## config.mk

```make
export PLATFORM = sky130hd
export DESIGN_NAME = slt_serial_32bit_flat
export DESIGN_NICKNAME = d
export VERILOG_FILES = /design/src/rtl/alu_pkg.sv /design/src/rtl/slt_serial_32bit_if.sv /design/src/rtl/slt_serial_32bit_digit_cmp.sv /design/src/rtl/slt_serial_32bit.sv /design/src/flat_wrapper.sv
export SDC_FILE = /design/constraint.sdc
export NUM_CORES = 1
export LEC_CHECK = 0
export ABC_AREA = 1
export BUFFER_PORTS_ARGS = -buffer_cell sky130_fd_sc_hd__buf_2
export CAP_MARGIN = 15
export CORE_AREA = 2 2 118 120
export CTS_CLUSTER_SIZE = 24
export DETAILED_ROUTE_END_ITERATION = 10
export DIE_AREA = 0 0 120 122
export PLACE_DENSITY_LB_ADDON = 0.08
export SYNTH_ARGS = -nofsm -noshare
export SYNTH_HDL_FRONTEND = slang
export SYNTH_SLANG_ARGS = --single-unit
```

## constraint.sdc

```tcl
create_clock -name clk -period 2.8 [get_ports clk]
set_clock_uncertainty 0.1 [all_clocks]
set_input_delay 0.42 -clock clk [delete_from_list [all_inputs] [get_ports clk]]
set_output_delay 0.42 -clock clk [all_outputs]
set_load 0.01 [all_outputs]
```

## src/rtl/alu_pkg.sv

```systemverilog
// rtl/alu_pkg.sv - shared ALU compare constants and FSM state encoding
package alu_pkg;

  typedef enum logic [1:0] {
    ST_IDLE    = 2'd0,
    ST_COMPARE = 2'd1,
    ST_DONE    = 2'd2
  } state_t;

  localparam logic [31:0] SLT_TRUE  = 32'h0000_0001;
  localparam logic [31:0] SLT_FALSE = 32'h0000_0000;

endpackage

```

## src/rtl/slt_serial_32bit_if.sv

```systemverilog
// rtl/slt_serial_32bit_if.sv - start/busy/done operand and result bundle
interface slt_serial_32bit_if #(
  parameter int WIDTH = 32
);

  logic             start;
  logic [WIDTH-1:0] value1;
  logic [WIDTH-1:0] value2;
  logic             is_signed;
  logic             busy;
  logic             done;
  logic [WIDTH-1:0] slt;
  logic             equal;

  modport master (
    output start, value1, value2, is_signed,
    input  busy, done, slt, equal
  );

  modport slave (
    input  start, value1, value2, is_signed,
    output busy, done, slt, equal
  );

endinterface

```

## src/rtl/slt_serial_32bit_digit_cmp.sv

```systemverilog
// rtl/slt_serial_32bit_digit_cmp.sv - combinational unsigned compare of one digit
module slt_digit_cmp #(
  parameter int DIGIT = 4
) (
  input  logic [DIGIT-1:0] a,
  input  logic [DIGIT-1:0] b,
  output logic             lt,
  output logic             eq
);

  assign lt = (a < b);
  assign eq = (a == b);

endmodule

```

## src/rtl/slt_serial_32bit.sv

```systemverilog
// rtl/slt_serial_32bit.sv - digit-serial MSB-first set-less-than unit
module slt_serial_32bit
  import alu_pkg::*;
#(
  parameter int WIDTH = 32,
  parameter int DIGIT = 4
) (
  input  logic              clk,
  input  logic              rst_n,
  slt_serial_32bit_if.slave bus
);

  localparam int NDIG = WIDTH / DIGIT;
  localparam int CW   = (NDIG > 1) ? $clog2(NDIG) : 1;

  state_t           state, state_n;
  logic [WIDTH-1:0] a_sh, b_sh;
  logic [CW-1:0]    cnt;
  logic [WIDTH-1:0] slt_q;
  logic             equal_q;
  logic             dig_lt, dig_eq;

  slt_digit_cmp #(.DIGIT(DIGIT)) u_cmp (
    .a  (a_sh[WIDTH-1 -: DIGIT]),
    .b  (b_sh[WIDTH-1 -: DIGIT]),
    .lt (dig_lt),
    .eq (dig_eq)
  );

  always_comb begin
    state_n = state;
    case (state)
      ST_IDLE:    if (bus.start) state_n = ST_COMPARE;
      ST_COMPARE: if (!dig_eq || cnt == '0) state_n = ST_DONE;
      ST_DONE:    state_n = ST_IDLE;
      default:    state_n = ST_IDLE;
    endcase
  end

  always_ff @(posedge clk or negedge rst_n) begin
    if (!rst_n) state <= ST_IDLE;
    else        state <= state_n;
  end

  // Flipping the sign bit maps two's complement onto offset binary, so the
  // unsigned digit scan orders signed operands correctly.
  always_ff @(posedge clk or negedge rst_n) begin
    if (!rst_n) begin
      a_sh    <= '0;
      b_sh    <= '0;
      cnt     <= '0;
      slt_q   <= '0;
      equal_q <= 1'b0;
    end else begin
      case (state)
        ST_IDLE: begin
          if (bus.start) begin
            a_sh <= {bus.value1[WIDTH-1] ^ bus.is_signed, bus.value1[WIDTH-2:0]};
            b_sh <= {bus.value2[WIDTH-1] ^ bus.is_signed, bus.value2[WIDTH-2:0]};
            cnt  <= CW'(NDIG - 1);
          end
        end
        ST_COMPARE: begin
          if (!dig_eq) begin
            slt_q   <= dig_lt ? WIDTH'(SLT_TRUE) : WIDTH'(SLT_FALSE);
            equal_q <= 1'b0;
          end else if (cnt == '0) begin
            slt_q   <= WIDTH'(SLT_FALSE);
            equal_q <= 1'b1;
          end else begin
            a_sh <= a_sh << DIGIT;
            b_sh <= b_sh << DIGIT;
            cnt  <= cnt - 1'b1;
          end
        end
        default: ;
      endcase
    end
  end

  assign bus.busy  = (state == ST_COMPARE);
  assign bus.done  = (state == ST_DONE);
  assign bus.slt   = slt_q;
  assign bus.equal = equal_q;

endmodule

```

## src/flat_wrapper.sv

```systemverilog
// flat-port wrapper written by rule: the top's interface ports become plain ports
module slt_serial_32bit_flat import alu_pkg::*;
#(
  parameter int WIDTH = 32,
  parameter int DIGIT = 4
)
  (clk, rst_n, bus_start, bus_value1, bus_value2, bus_is_signed, bus_busy, bus_done, bus_slt, bus_equal);
  slt_serial_32bit_if #(.WIDTH(WIDTH)) bus_i ();
  input  logic clk;
  input  logic rst_n;
  input wire logic [$bits(bus_i.start)-1:0] bus_start;
  input wire logic [$bits(bus_i.value1)-1:0] bus_value1;
  input wire logic [$bits(bus_i.value2)-1:0] bus_value2;
  input wire logic [$bits(bus_i.is_signed)-1:0] bus_is_signed;
  output wire logic [$bits(bus_i.busy)-1:0] bus_busy;
  output wire logic [$bits(bus_i.done)-1:0] bus_done;
  output wire logic [$bits(bus_i.slt)-1:0] bus_slt;
  output wire logic [$bits(bus_i.equal)-1:0] bus_equal;
  assign bus_i.start = bus_start;
  assign bus_i.value1 = bus_value1;
  assign bus_i.value2 = bus_value2;
  assign bus_i.is_signed = bus_is_signed;
  assign bus_busy = bus_i.busy;
  assign bus_done = bus_i.done;
  assign bus_slt = bus_i.slt;
  assign bus_equal = bus_i.equal;
  slt_serial_32bit #(.WIDTH(WIDTH), .DIGIT(DIGIT)) u_core (.clk(clk), .rst_n(rst_n), .bus(bus_i));
endmodule
```

==> results of run 1 <==
-- through the flow --
step                      hold slack, ps  utilization  cells  worst slack (ps)
after floorplan                     24.4            -    585              1090
after global placement               318        0.321    783               757
after CTS                            220        0.346    800               607
final                                234        0.346    800               650
after global routing                 232        0.346    800               516
after detailed placement             315        0.321    783               724
-- metal layers --
layer	part of all wire	track usage	vias to the layer above
met1	0.46	0.180	1532
li1	-	-	1773
met3	0.055	0.0482	12
met4	0.014	0.0441	0
met2	0.47	0.233	75
met5	0	0	-
-- layout make-up --
type	instances	area, um2
Timing Repair Buffer	83	463
Inverter	16	60.1
Clock inverter	3	65.1
Fill cell	1499	8840
Clock buffer	13	260
Sequential cell	71	1780
Tap cell	180	225
Multi-Input combinational cell	434	1820
-- power groups by stage --
stage / clock (W) / sequential, W / combinational [W]
2_1_floorplan: 0 / 0.00174 / 0.00197
3_3_place_gp: 0 / 0.00179 / 0.00250
3_5_place_dp: 0 / 0.00180 / 0.00252
4_1_cts: 0.00129 / 0.00179 / 0.00253
5_1_grt: 0.00134 / 0.00184 / 0.00291
6_report: 0.00125 / 0.00179 / 0.00245
-- registers in the layout (all words and copies together), names as in the netlist --
signal / count
u_core.a_sh: 32
u_core.bus.slt: 1
u_core.state: 2
u_core.cnt: 3
u_core.bus.equal: 1
u_core.b_sh: 32
-- worst max-delay path by stage --
stage	from	endpoint	slack, ps
after floorplan	u_core.a_sh[31]	u_core.cnt[0]	1090
after global placement	u_core.state[1]	u_core.b_sh[27]	760
after detailed placement	u_core.state[1]	u_core.b_sh[27]	720
after CTS	u_core.state[0]	bus_busy	610
after global routing	u_core.state[0]	bus_busy	520
final	u_core.state[0]	bus_busy	650
-- logic make-up (layout without fill, tap and decap cells) --
kind of cell | after synthesis | in the layout | share of synthesized area
adder cells (fa/ha/maj) | 6 | 6 | 0.0191
buffers and inverters | 80 | 115 | 0.118
other | 1 | 31 | 0.000955
AND/OR/NAND/NOR | 393 | 393 | 0.403
flip-flops | 71 | 71 | 0.453
AO/OA/AOI/OAI | 4 | 4 | 0.00669
-- layout by cell type, fill, tap and decap left out, types with 2 or more instances in the layout --
cell type    n
buf_4       11
nor2_1       4
clkbuf_16    9
nand2_2      3
dfrtp_1     71
nand3_1     64
bufinv_16    2
a21oi_1      2
clkbuf_1     2
ha_1         6
clkbuf_8     2
nand4_1      8
buf_2       70
nand2_1    313
inv_1       15
conb_1      31
-- worst register-to-register path, delay by kind of cell, from the launching register on --
family / cells / cell delay (ps)
AND/OR/NAND/NOR: 5 / 740
buffers and inverters: 2 / 680
flip-flops: 1 / 410
==> results.json, run 1 <==
{
  "dr.pass1.iters": 4,
  "seqPwrFrac": 0.325,
  "cts-root-buf": "clkbuf_16",
  "cp.arrival_ps": 1630,
  "die_h_um": 122,
  "grt_overflow": 0,
  "max_freq_mhz": 465,
  "r2r_cells": 7,
  "total_leakage_power_nw": 2.72,
  "clock_sinks": 71,
  "syn_area_mm2": 0.00393,
  "rows": 43,
  "yosysSeqAreaShare": 0.453,
  "switchingPower_w": 0.00233,
  "synthToLayoutAreaGrowth_pct": 18.8,
  "grt_first_pass_wirelength_um": 16300,
  "n_antenna_cell": 0,
  "max_stage_delay_ps": 430,
  "die_area_mm2": 0.0146,
  "drt_iter0_drc": 182,
  "start_kind": "flop",
  "gp_congestion": 0.717,
  "ctsLongestPathBuffers": 2,
  "hold_class": "input pin to flop",
  "syn_area_per_cell_um2": 7.07,
  "run_status": "finished, final reports clean",
  "dieWidth_um": 120,
  "final_layout_size_suffix_gt1_frac": 0.165,
  "setup.worst_path.class": "flop to primary output",
  "ctsHoldBuffers": 1,
  "stdcell_area_mm2": 0.00467,
  "start_util": 0.291,
  "ir_drop_uv": 494,
  "synth-async-reset-ratio": 1.00,
  "r2r-start": "u_core.state[1]",
  "cp_top_family": "buffers and inverters",
  "netlist-cell-type-count": 18,
  "cts.clk_slew.worst_paths_ps": 50,
  "cts_tree": "done",
  "p_sw_frac": 0.425,
  "final_net_count": 689,
  "clockPowerShare": 0.228,
  "crit_buf_inv": 3,
  "drv_cap": 0,
  "ff2ff_setup_slack_ps": 780,
  "worstHoldEndpoint": "u_core.b_sh[2]",
  "internal-power_w": 0.00315,
  "worst_setup_path_end_kind": "primary output",
  "placed_area_mm2": 0.00433,
  "dp_hpwl_um": 6360,
  "synthCells": 555,
  "io_pins": 103,
  "drc": 0,
  "rsz0062_at_grt": "false",
  "worstPathRequired_ps": 2280,
  "yosysTopAreaCellShare": 0.453,
  "worstPathCellList": "inv_2 > nor2_4 > buf_4 > buf_2",
  "detail_route.wl_per_cell_um": 12.0,
  "slowest_stage": "buf_4",
  "setup_viol_count_final": 0,
  "cp_max_fo": 43,
  "clk_latency_ps": 340,
  "drv_slew": 0,
  "r2r_end": "u_core.b_sh[27]",
  "core_mm2": 0.0135,
  "fin_tns_setup_ps": 0,
  "grt_max_degree": 45,
  "min_from": "bus_value2[2]",
  "yosys_most_used_dff": "dfrtp_1",
  "synth_area_leaders": "dfrtp_1, nand2_1, nand3_1",
  "synth-warning-count": 0,
  "cts_setup_buffers": 0,
  "antenna_left": 0,
  "htree_levels": 3,
  "period_minus_slack_ps": 2150,
  "routed-via-count": 3392,
  "grt_use_total": 0.143,
  "synth-seq-cells": 71,
  "yosysMostFrequentCell": "nand2_1",
  "viasPerCell": 4.24,
  "cp.depth": 4,
  "worst_pin_slew_ps": 561,
  "power_density_mw_per_mm2": 1180,
  "totalWireLength_um": 9620,
  "hold_viol_final": 0,
  "synth_common_cells": "nand2_1, dfrtp_1, nand3_1",
  "numCtsBuffers": 9,
  "antenna_found_initial": 0,
  "p_comb_frac": 0.446,
  "hold_depth": 3,
  "ctsResizeCount": 0,
  "grt_pass1_vias": 3305,
  "p_total_w": 0.00549,
  "max-slew-margin-rel": 0.624,
  "port_buffers": 71,
  "fin_crit_sh": 0.768,
  "synth_top_area_cell": "dfrtp_1",
  "synth-edff-count": 0
}
No activity file was read; power rests on OpenSTA's default activity.
==> run 2, diff against run 1 <==
==> constraint.sdc (replaced) <==
create_clock -name clk -period 2.05 [get_ports clk]
set_clock_uncertainty 0.1 [all_clocks]
set_input_delay 0.3075 -clock clk [delete_from_list [all_inputs] [get_ports clk]]
set_output_delay 0.3075 -clock clk [all_outputs]
set_load 0.01 [all_outputs]
==> run 2 against run 1 <==
Net effect: worst hold slack got worse by 98 ps; global-route usage barely moved; power grew 37%; clock power is 29% higher; critical path type unchanged; die area unchanged; combinational power is 41% higher; setup slack lost 530 ps; utilization rose by 0.26 points; register-to-register slack worse by 510 ps; highest routed layer unchanged; count of clock-buffer cells in the layout unchanged; sequential power up 36%; routed wire length rose by 1.6%.
==> results.json, run 2 (synthesized netlist as in run 1, its figures left out) <==
{
  "run_status": "finished, final reports clean",
  "rows": 43,
  "rsz0062_at_grt": "false",
  "hold_class": "input pin to flop",
  "start_util": 0.291,
  "drv_slew": 0,
  "grt_first_pass_wirelength_um": 16700,
  "drv_cap": 0,
  "final_common_cell": "nand2_1",
  "clockPowerShare": 0.214,
  "final_cell_mix": "nand2_1, dfrtp_1, buf_2",
  "hold_viol_final": 0,
  "n_antenna_cell": 0,
  "seq_area_mm2": 0.00178,
  "cts_tree": "done",
  "die_area_mm2": 0.0146,
  "drt_iter0_drc": 128,
  "cts-root-buf": "clkbuf_16",
  "reg.largest.list": "u_core.a_sh (32), u_core.b_sh (32), u_core.cnt (3)",
  "routed-via-count": 3410,
  "clock_sinks": 71,
  "max_freq_mhz": 518,
  "dr.pass1.iters": 4,
  "totalWireLength_um": 9770,
  "p_sw_frac": 0.429,
  "cts.clk_slew.worst_paths_ps": 50,
  "period_minus_slack_ps": 1930,
  "drc": 0,
  "worstPathRequired_ps": 1640,
  "grt_use_total": 0.144,
  "fin_crit_sh": 0.941,
  "htree_levels": 3,
  "fin_tns_setup_ps": 0,
  "setup.worst_path.class": "flop to primary output",
  "core_mm2": 0.0135,
  "final_layout_size_suffix_gt1_frac": 0.171,
  "worst_setup_path_end_kind": "primary output",
  "power_density_mw_per_mm2": 1600,
  "final_net_count": 693,
  "detail_route.wl_per_cell_um": 12.2,
  "seqPwrFrac": 0.325,
  "viasPerCell": 4.24,
  "ctsLongestPathBuffers": 2,
  "cp.arrival_ps": 1520,
  "p_comb_frac": 0.461,
  "antenna_found_initial": 0,
  "gp_congestion": 0.736,
  "dp_hpwl_um": 6550,
  "dp_cells": 787,
  "fillers": 1527,
  "port_buffers": 71,
  "synthToLayoutAreaGrowth_pct": 19.7,
  "die_h_um": 122,
  "numCtsBuffers": 9,
  "layoutNonFillerInstCount": 804,
  "start_kind": "flop",
  "total_leakage_power_nw": 2.74,
  "io_pins": 103,
  "final_util": 0.348,
  "grt_overflow": 0,
  "dieWidth_um": 120,
  "antenna_left": 0,
  "cts_setup_buffers": 0,
  "switchingPower_w": 0.00323,
  "internal-power_w": 0.00429,
  "setup_viol_count_final": 0,
  "ir_drop_uv": 734,
  "cp_max_fo": 33,
  "grt_pass1_vias": 3466,
  "clk_latency_ps": 330,
  "multi_input_area_mm2": 0.00182,
  "grt_max_degree": 44
}
[run 2: cell types whose count changed in the layout (fill, tap and decap cells not counted), sizes merged]
| cell | before | now |
|---|---|---|
| clkinv | 1 | 2 |
| buf | 82 | 86 |
| bufinv | 2 | 1 |
[run 2: metal layers]
metal / up-vias / track usage / wire (um)
met4: 0 / 0.0515 / 160
met3: 13 / 0.0267 / 436
met2: 82 / 0.226 / 4410
li1: 1786 / - / -
met1: 1529 / 0.198 / 4770
met5: - / 0 / 0
[run 2: repair_timing]
action / in CTS / in global routing
hold buffers: 1 / 0
resized for setup: 1 / 1
pin swaps: 0 / 0
hold endpoints to repair: 39 / 0
setup endpoints to repair: 1 / 1
[run 2: power groups by stage]
stage	logic (W)	registers [W]	clock network [W]
2_1_floorplan	0.00269	0.00237	0
3_3_place_gp	0.00351	0.00246	0
3_5_place_dp	0.00355	0.00246	0
4_1_cts	0.00356	0.00244	0.00167
5_1_grt	0.00409	0.00253	0.00172
6_report	0.00346	0.00244	0.00161
[run 2: through the flow]
stage,hold slack (ps),instance area (um2),power (W),worst slack (ps)
2_1_floorplan,-88.1,4040,0.00506,343
3_3_place_gp,30.3,4370,0.00597,304
3_5_place_dp,26.0,4370,0.00601,282
4_1_cts,126,4700,0.00768,36.5
5_1_grt,142,4700,0.00834,28.0
6_report,136,4700,0.00751,121
[run 2: cell type report]
class	count	share of cell area
multi-input cells	434	0.386
flip-flops and latches	71	0.378
repair buffers	87	0.109
clock buffers	13	0.0575
well taps	180	0.0479
inverters	16	0.0128
clock inverters	3	0.00852
[run 2: critical path, stage by stage (launching register included)]
cell and delay (ps):
dfrtp_1 410, inv_2 130, nor2_4 210, buf_8 260, buf_2 170
[run 2: final timing paths]
path                                 startpoint              end  slack, ps  cells after the start
worst max-delay path            u_core.state[0]         bus_busy        120                      4
worst min-delay path              bus_value2[3]   u_core.b_sh[3]        140                      3
worst max register to register  u_core.b_sh[31]  u_core.b_sh[28]        270                      8
worst min register to register   u_core.a_sh[9]   u_core.a_sh[9]        370                      2
max in group asynchronous                 rst_n  u_core.b_sh[21]       1000                      3
min in group asynchronous                 rst_n  u_core.a_sh[22]        230                      2
==> run 3, diff against run 2 <==
--- a/config.mk
+++ b/config.mk
@@ -5,13 +5,12 @@
 export SDC_FILE = /design/constraint.sdc
 export NUM_CORES = 1
 export LEC_CHECK = 0
-export ABC_AREA = 1
 export BUFFER_PORTS_ARGS = -buffer_cell sky130_fd_sc_hd__buf_2
 export CAP_MARGIN = 15
-export CORE_AREA = 2 2 118 120
+export CORE_AREA = 2 2 116 118
 export CTS_CLUSTER_SIZE = 24
 export DETAILED_ROUTE_END_ITERATION = 10
-export DIE_AREA = 0 0 120 122
+export DIE_AREA = 0 0 118 120
 export PLACE_DENSITY_LB_ADDON = 0.08
 export SYNTH_ARGS = -nofsm -noshare
 export SYNTH_HDL_FRONTEND = slang
==> run 3 against run 2 <==
Net effect: the run now ends with negative setup slack left; routed wire length down 19%; sequential cell count unchanged; non-clock buffer count up 14; maximum frequency down 9.3%; register-to-register slack worse by 350 ps; sequential share of layout area down 2.4 points; via count down 32%; critical path type is now flop to flop; area after synthesis down 4.1%; design area up 6.8%.
==> results.json, run 3 <==
{
  "synth_common_cells": "mux2_2, dfrtp_1, buf_4",
  "hold_viol_final": 0,
  "hold_depth": 3,
  "min_from": "bus_value1[28]",
  "clk_latency_ps": 330,
  "drc": 0,
  "cp-startpoint": "u_core.a_sh[31]",
  "power_density_mw_per_mm2": 1630,
  "drt_iter0_drc": 73,
  "netlist-cell-type-count": 24,
  "dieWidth_um": 118,
  "n_antenna_cell": 0,
  "yosysTopAreaCellShare": 0.472,
  "r2r-start": "u_core.a_sh[31]",
  "rows": 42,
  "cts_tree": "done",
  "cts.clk_slew.worst_paths_ps": 50,
  "dp_hpwl_um": 5350,
  "total_leakage_power_nw": 2.36,
  "drv_cap": 0,
  "start_util": 0.290,
  "syn_area_per_cell_um2": 13.3,
  "p_comb_frac": 0.513,
  "yosysSeqAreaShare": 0.472,
  "worstPathRequired_ps": 2160,
  "grt_first_pass_wirelength_um": 12800,
  "worst_slack_ps": -76.5,
  "yosys_most_used_dff": "dfrtp_1",
  "hold_class": "input pin to flop",
  "die_h_um": 120,
  "switchingPower_w": 0.00243,
  "pre_cts_slack_ps": -88.8,
  "syn_area_mm2": 0.00377,
  "fin_tns_setup_ps": -2400,
  "internal-power_w": 0.00578,
  "r2r_end": "u_core.a_sh[31]",
  "htree_levels": 3,
  "core_mm2": 0.0130,
  "synth-seq-cells": 71,
  "grt_use_total": 0.119,
  "ctsLongestPathBuffers": 2,
  "grt_overflow": 0,
  "grt_pass1_vias": 2443,
  "grt_max_degree": 40,
  "violations": "negative setup slack",
  "ir_drop_uv": 664,
  "final_net_count": 453,
  "final_cell_mix": "mux2_2, buf_2, dfrtp_1",
  "reg.largest.list": "u_core.a_sh (32), u_core.b_sh (32), u_core.cnt (3)",
  "synth_area_leaders": "dfrtp_1, mux2_2, buf_4",
  "period_minus_slack_ps": 2130,
  "start_kind": "flop",
  "synth-edff-count": 0,
  "gp_congestion": 0.676,
  "cp.arrival_ps": 2230,
  "setup_viol_count_final": 59,
  "fin_crit_sh": 1.04,
  "drv_slew": 0,
  "dr.pass1.iters": 3,
  "antenna_left": 0,
  "totalWireLength_um": 7960,
  "rsz0062_at_grt": "true",
  "final_common_cell": "mux2_2",
  "final_layout_size_suffix_gt1_frac": 0.614,
  "synth-warning-count": 0,
  "synth-async-reset-ratio": 1.00,
  "numCtsBuffers": 9,
  "yosysMostFrequentCell": "mux2_2",
  "synthCells": 283,
  "die_area_mm2": 0.0142,
  "cp_max_fo": 8,
  "clockPowerShare": 0.180,
  "ff2ff_setup_slack_ps": -80,
  "worstHoldEndpoint": "u_core.a_sh[28]",
  "antenna_found_initial": 0,
  "routed-via-count": 2321,
  "clock_sinks": 71,
  "run_status": "finished, violations left",
  "setup.worst_path.class": "flop to flop",
  "viasPerCell": 4.15,
  "r2r_cells": 6,
  "p_sw_frac": 0.296,
  "detail_route.wl_per_cell_um": 14.2,
  "synthToLayoutAreaGrowth_pct": 33.3,
  "seqPwrFrac": 0.306,
  "max_freq_mhz": 470,
  "port_buffers": 71,
  "io_pins": 103,
  "cts-root-buf": "clkbuf_16",
  "worst_setup_path_end_kind": "flop",
  "synth_top_area_cell": "dfrtp_1",
  "final_util": 0.387
}
[run 3: cell types whose count changed after synthesis, sizes merged, moves of 3 or more]
cell    before  now
nand2      316    3
mux2         0  115
nand3       64    0
clkbuf      15    0
nor2b        0   11
inv         16    8
mux2i        0    8
nand4        8    1
nor2         5    1
buf         49   46
[run 3: power groups by stage]
stage                     logic [W]  registers (W)  clock network, W
after floorplan             0.00268        0.00239                 0
after global placement      0.00354        0.00251                 0
after detailed placement    0.00357        0.00252                 0
after CTS                   0.00394        0.00251           0.00153
after global routing        0.00456        0.00261           0.00161
final                       0.00421        0.00251           0.00148
[run 3: kinds of logic (layout without fill, tap and decap cells)]
kind of cell	after synthesis	count (layout)	synth area share
other	1	31	0.000996
multiplexers	123	123	0.365
adder cells (fa/ha/maj)	6	6	0.0199
buffers and inverters	54	124	0.0927
AND/OR/NAND/NOR	19	19	0.0296
AO/OA/AOI/OAI	7	7	0.0153
XOR/XNOR	2	2	0.00465
flip-flops	71	71	0.472
[run 3: repair_timing]
item / 4_1_cts / 5_1_grt
endpoints found under the hold margin: 32 / 0
setup buffers: 2 / 4
hold buffers: 1 / 0
setup endpoints to repair: 63 / 68
gates cloned: 1 / 1
pin swaps: 3 / 0
gates resized for setup: 22 / 18
[run 3: worst max path at each step]
| stage | end | slack [ps] |
|---|---|---|
| 3_3_place_gp | u_core.a_sh[17] | -80 |
| 6_report | u_core.a_sh[31] | -80 |
| 2_1_floorplan | u_core.a_sh[10] | -50 |
| 5_1_grt | u_core.a_sh[31] | -170 |
| 3_5_place_dp | u_core.a_sh[17] | -90 |
| 4_1_cts | u_core.a_sh[25] | -100 |
[run 3: worst max-delay path: stages (launching register included)]
cell	delay [ps]
dfrtp_1	400
ha_4	280
nand4_1	170
a221oi_4	360
buf_6	200
buf_12	150
mux2_2	330
[run 3: layer usage]
metal / wire length, um / track usage / vias to the layer above / share of wire
met1: 3700 / 0.150 / 1127 / 0.46
li1: - / - / 1122 / -
met3: 329 / 0.0337 / 9 / 0.041
met2: 3810 / 0.194 / 63 / 0.48
met4: 127 / 0.0452 / 0 / 0.016
met5: 0 / 0 / - / 0
[run 3: cell type report]
cell class,count,area [um2]
repair buffers,101,733
clock buffers,15,278
inverters,8,30.0
fillers,1304,7960
multi-input cells,188,1980
flip-flops and latches,71,1780
well taps,176,220
[run 3: per-stage QoR]
| step | power (W) | cell area [um2] | std cells | hold WS, ps |
|---|---|---|---|---|
| after global routing | 0.00878 | 5020 | 559 | 188 |
| after global placement | 0.00604 | 4470 | 535 | 200 |
| after floorplan | 0.00507 | 3960 | 313 | -88.1 |
| after detailed placement | 0.00608 | 4470 | 535 | 193 |
| after CTS | 0.00798 | 4880 | 554 | 172 |
| final | 0.00821 | 5020 | 559 | 173 |
